==> src/rtl/pipeline_hazard_ctrl.sv <==
// pipeline_hazard_ctrl: stall/flush/forwarding control for the 5-stage pipeline; define HAZ_PERF_CNT_EN to add stall/flush counters
module pipeline_hazard_ctrl #(
  parameter int MULDIV_LAT = 4,
  parameter int ADDR_W     = 5
) (
  input  logic              clk,
  input  logic              rst,
  input  logic [ADDR_W-1:0] Rs1D,
  input  logic [ADDR_W-1:0] Rs2D,
  input  logic [ADDR_W-1:0] Rs1E,
  input  logic [ADDR_W-1:0] Rs2E,
  input  logic [ADDR_W-1:0] RdE,
  input  logic [ADDR_W-1:0] RdM,
  input  logic [ADDR_W-1:0] RdW,
  input  logic              RegWriteM,
  input  logic              RegWriteW,
  input  logic              ResultSrcE0,
  input  logic              PCSrcE,
  input  logic              MulDivE,
  output logic [1:0]        ForwardAE,
  output logic [1:0]        ForwardBE,
  output logic              StallF,
  output logic              StallD,
  output logic              StallE,
  output logic              FlushD,
  output logic              FlushE,
  output logic              FlushM,
  output logic              MdDone
`ifdef HAZ_PERF_CNT_EN
  ,
  output logic [31:0]       StallCnt,
  output logic [31:0]       FlushCnt
`endif
);
  typedef enum logic [1:0] {IDLE, BUSY, RELEASE} state_t;
  state_t state, state_n;
  logic [3:0] cnt, cnt_n;
  logic md_stall, lw_stall, m_hit_a, m_hit_b, w_hit_a, w_hit_b;
  assign m_hit_a = RegWriteM && RdM != '0 && RdM == Rs1E;
  assign m_hit_b = RegWriteM && RdM != '0 && RdM == Rs2E;
  assign w_hit_a = RegWriteW && RdW != '0 && RdW == Rs1E;
  assign w_hit_b = RegWriteW && RdW != '0 && RdW == Rs2E;
  assign ForwardAE = m_hit_a ? 2'b10 : w_hit_a ? 2'b01 : 2'b00;
  assign ForwardBE = m_hit_b ? 2'b10 : w_hit_b ? 2'b01 : 2'b00;
  assign lw_stall = ResultSrcE0 && RdE != '0 && (RdE == Rs1D || RdE == Rs2D);
  always_ff @(posedge clk or posedge rst)
    if (rst) begin
      state <= IDLE;
      cnt   <= '0;
    end else begin
      state <= state_n;
      cnt   <= cnt_n;
    end
  always_comb begin
    state_n  = state;
    cnt_n    = cnt;
    md_stall = 1'b0;
    MdDone   = 1'b0;
    case (state)
      IDLE: if (MulDivE) begin
        md_stall = 1'b1;
        cnt_n    = 4'(MULDIV_LAT - 1);
        state_n  = BUSY;
      end
      BUSY: begin
        md_stall = 1'b1;
        cnt_n    = cnt - 4'd1;
        state_n  = cnt == 4'd1 ? RELEASE : BUSY;
      end
      RELEASE: begin
        MdDone  = 1'b1;
        state_n = IDLE;
      end
      default: state_n = IDLE;
    endcase
  end
  // reset overrides everything: no stalls, bubbles into every stage
  assign StallE = !rst && md_stall;
  assign StallF = !rst && (md_stall || (!PCSrcE && lw_stall));
  assign StallD = StallF;
  assign FlushM = rst || md_stall;
  assign FlushD = rst || (!md_stall && PCSrcE);
  assign FlushE = rst || (!md_stall && (PCSrcE || lw_stall));
`ifdef HAZ_PERF_CNT_EN
  always_ff @(posedge clk or posedge rst)
    if (rst) begin
      StallCnt <= '0;
      FlushCnt <= '0;
    end else begin
      if ((StallF || StallD || StallE) && !(&StallCnt)) StallCnt <= StallCnt + 32'd1;
      if ((FlushD || FlushE || FlushM) && !(&FlushCnt)) FlushCnt <= FlushCnt + 32'd1;
    end
`endif
endmodule
==> config.mk <==
export PLATFORM = sky130hd
export DESIGN_NAME = pipeline_hazard_ctrl
export DESIGN_NICKNAME = d
export VERILOG_FILES = /design/src/rtl/pipeline_hazard_ctrl.sv
export SDC_FILE = /design/constraint.sdc
export NUM_CORES = 1
export LEC_CHECK = 0
export ABC_AREA = 1
export BUFFER_PORTS_ARGS = -buffer_cell sky130_fd_sc_hd__buf_4
export CORE_ASPECT_RATIO = 0.75
export CORE_MARGIN = 5
export CORE_UTILIZATION = 39
export CTS_BUF_LIST = sky130_fd_sc_hd__clkbuf_4 sky130_fd_sc_hd__clkbuf_8 sky130_fd_sc_hd__clkbuf_16
export DETAILED_ROUTE_END_ITERATION = 6
export PLACE_DENSITY = 0.8
export SYNTH_ARGS = -nofsm -noshare
export SYNTH_HDL_FRONTEND = slang
export SYNTH_SLANG_ARGS = --single-unit
==> constraint.sdc <==
create_clock -name clk -period 1.4 [get_ports clk]
set_clock_uncertainty 0.15 [all_clocks]
set_input_delay 0.21 -clock clk [delete_from_list [all_inputs] [get_ports clk]]
set_output_delay 0.21 -clock clk [all_outputs]
set_load 0.005 [all_outputs]
==> impl_metrics.tcl <==
set metrics [dict create \
    finalPower_uw 1710 \
    wl_per_cell_um 13.3 \
    slew_headroom_pct 84.4 \
    clock_sinks 6 \
    drt_pass1_iterations 4 \
    finish.utilization_pct 73.4 \
    hp-class "input pin to asynchronous set/reset pin" \
    drt-initial-drc-count 21 \
    fmax_mhz 580 \
    yosysWarnings 0 \
    layout_setup_ws_ns -0.324 \
    die_w_um 64.4 \
    p_leak_uw 0.000796 \
    core_um2 2070 \
    p_sw_uw 696 \
    die_y_um 50.8 \
    critPathTopFamily "flip-flops" \
    ios 53 \
    drc 0 \
    vdd_drop_max_mv 0.837 \
    grt_pass1_wl_um 4550 \
    grt.overflow.total 0 \
    clk_path_buf_depth 2 \
    clk_latency_ns 0.25 \
    grt_usage_pct 17.4 \
    worst_setup_path_end_kind "primary output" \
    viasPerCell 4.81 \
    critPathBufInv 3 \
    required_ns 1.04 \
    critPathMaxStageDelay_ns 0.38 \
    cts_root_buf "clkbuf_4" \
    period_minus_slack_ns 1.72 \
    initial_utilization_pct 41.9 \
    finalNonFillerCells 220 \
    setup_viol 9 \
    cts.htree.levels 1 \
    path_max_fanout 3 \
    grt_max_degree 6 \
    p_int_uw 1010 \
    grt_pass1_vias 1083 \
    most-common-layout-cells "buf_4 (52), nand2_1 (32), nor2_1 (14)" \
    critPathSlowestCell "dfrtp_1" \
    diodes 0 \
    cts_tree "yes" \
    min_period_over_period_pct 123 \
    crit_path_frequent_cell "nand2_4" \
    start_kind "register" \
    clkPwrFrac_pct 9.5 \
    hold_viol 0 \
    dp_cells 211 \
    synthCells 130 \
    fin_setup_tns_ns -1.77 \
    cts_buffers 3 \
    avgSynthCellArea_um2 6.67 \
    p_comb_share_pct 69.9 \
    pwr_density_cell_nw_per_um2 1130 \
    status "finished, violations left" \
    path_clk_slew_ns 0.04 \
    path_class "register to primary output" \
    p_sw_share_pct 40.7 \
    rows 14 \
    ys_seq_elements 6 \
    dieArea_um2 3280 \
    violations "negative setup slack" \
    wirelength_um 2930 \
    cap_violations 0 \
    worst_pin_slew_ns 0.234 \
    yosysUniqueCellTypes 25 \
    drv_slew 0 \
    port_buffers 52 \
    pre_cts_slack_ns -0.0767 \
    fin_nets 242 \
    vias 1059 \
    syn_to_final_growth_pct 74.9 \
    rsz0062_at_grt "yes" \
    ant_nets 0 \
    crit_arrival_ns 1.36 \
    drive_above_1_share_pct 46.4 \
    grt_antenna_before_repair 0 \
    path_cells "inv_2 -> nand2_4 -> nand3_4 -> nand2_4 -> inv_4 -> nor2_4 -> o21bai_4 -> buf_6" \
    synth_area_um2 867 \
    gp_congestion 0.824 \
    layout_commonest_cell "buf_4" \
    synth_nets 174 \
    power_frac_seq_pct 20.6 \
    dp_hpwl_um 2320 \
    ys_seq_area_share_pct 17.3 \
]
==> worst paths after layout <==
check,endpoint,start,cells past startpoint,slack [ns]
max in group asynchronous,cnt[1]$_DFFE_PP0P_,rst,4,0.45
hold reg to reg,cnt[3]$_DFFE_PP0P_,cnt[3]$_DFFE_PP0P_,1,0.37
hold / removal,state[0]$_DFFE_PP0P_,rst,3,0.32
min in group clk,state[0]$_DFFE_PP0P_,MulDivE,5,0.34
setup / recovery,StallF,state[1]$_DFFE_PP0P_,8,-0.32
setup reg to reg,cnt[3]$_DFFE_PP0P_,state[1]$_DFFE_PP0P_,6,-0.05
==> Yosys cell counts <==
cell type,number,area (um2)
o21ai_2,2,17.5
nor4_2,1,12.5
o21ai_0,2,10.0
o21ai_1,2,10.0
mux2i_1,1,10.0
nand2_1,33,124
nor2_1,15,56.3
clkinv_1,1,3.75
nand3_1,3,15.0
inv_1,13,48.8
dfrtp_1,6,150
o21bai_1,2,15.0
inv_2,6,22.5
nand4_1,5,31.3
nor2_2,1,6.26
ha_1,2,25.0
nand2_4,2,22.5
nand3_4,1,17.5
xor2_1,8,70.1
nor3_1,2,10.0
buf_4,3,22.5
inv_4,1,6.26
a32oi_1,1,8.76
xnor2_1,15,131
nor3_2,2,20.0
==> cell families (layout without fill, tap and decap cells) <==
group | Yosys count | count (layout) | share of synthesized area [%]
buffers and inverters | 24 | 90 | 12.0
DFF | 6 | 6 | 17.3
AOI/OAI and AO/OA | 9 | 9 | 7.07
adders and majority gates | 2 | 2 | 2.89
xor gates and xnor gates | 23 | 23 | 23.2
and+or+nand+nor | 65 | 65 | 36.4
muxes | 1 | 1 | 1.15
==> sequential cells by signal, summed over array words and instances, names as in the netlist <==
| signal | flops |
|---|---|
| cnt | 4 |
| state | 2 |
==> routing by layer <==
layer,wire length [um],global-route usage (%),up-vias
met4,80,6.32,0
met5,0,0,-
met1,1190,18.8,480
met3,117,1.54,9
met2,1550,35.1,33
li1,-,-,537
==> tightest hold or removal path: cells and delay by family <==
kind	cells	cell delay [ns]
buffers and inverters	3	0.85
==> cell type report <==
class | count | area (um2)
Clock buffer | 3 | 22.5
Fill cell | 163 | 551
Inverter | 21 | 81.3
Multi-Input combinational cell | 100 | 683
Sequential cell | 6 | 150
Tap cell | 24 | 30.0
Timing Repair Buffer | 66 | 549
==> stage by stage <==
stage,hold slack [ns],area (um2)
2_1_floorplan,-0.117,882
3_3_place_gp,-0.0210,1340
3_5_place_dp,-0.0147,1340
4_1_cts,0.204,1430
5_1_grt,0.347,1520
6_report,0.324,1520
==> power by group through the flow <==
stage / Clock (uW) / Sequential, uW / Combinational (uW)
2_1_floorplan: 0 / 320 / 519
3_5_place_dp: 0 / 335 / 953
6_report: 162 / 353 / 1200
3_3_place_gp: 0 / 329 / 921
5_1_grt: 184 / 365 / 1280
4_1_cts: 164 / 348 / 1060
==> timing repair <==
| item | in CTS | in global routing |
|---|---|---|
| resized for setup | 5 | 18 |
| setup buffers | 3 | 3 |
| endpoints found under the setup margin | 7 | 12 |
| hold endpoints to repair | 6 | 0 |
| hold buffers | 2 | 0 |
| pin swaps | 6 | 13 |
Power figures use the tool's default switching activity.
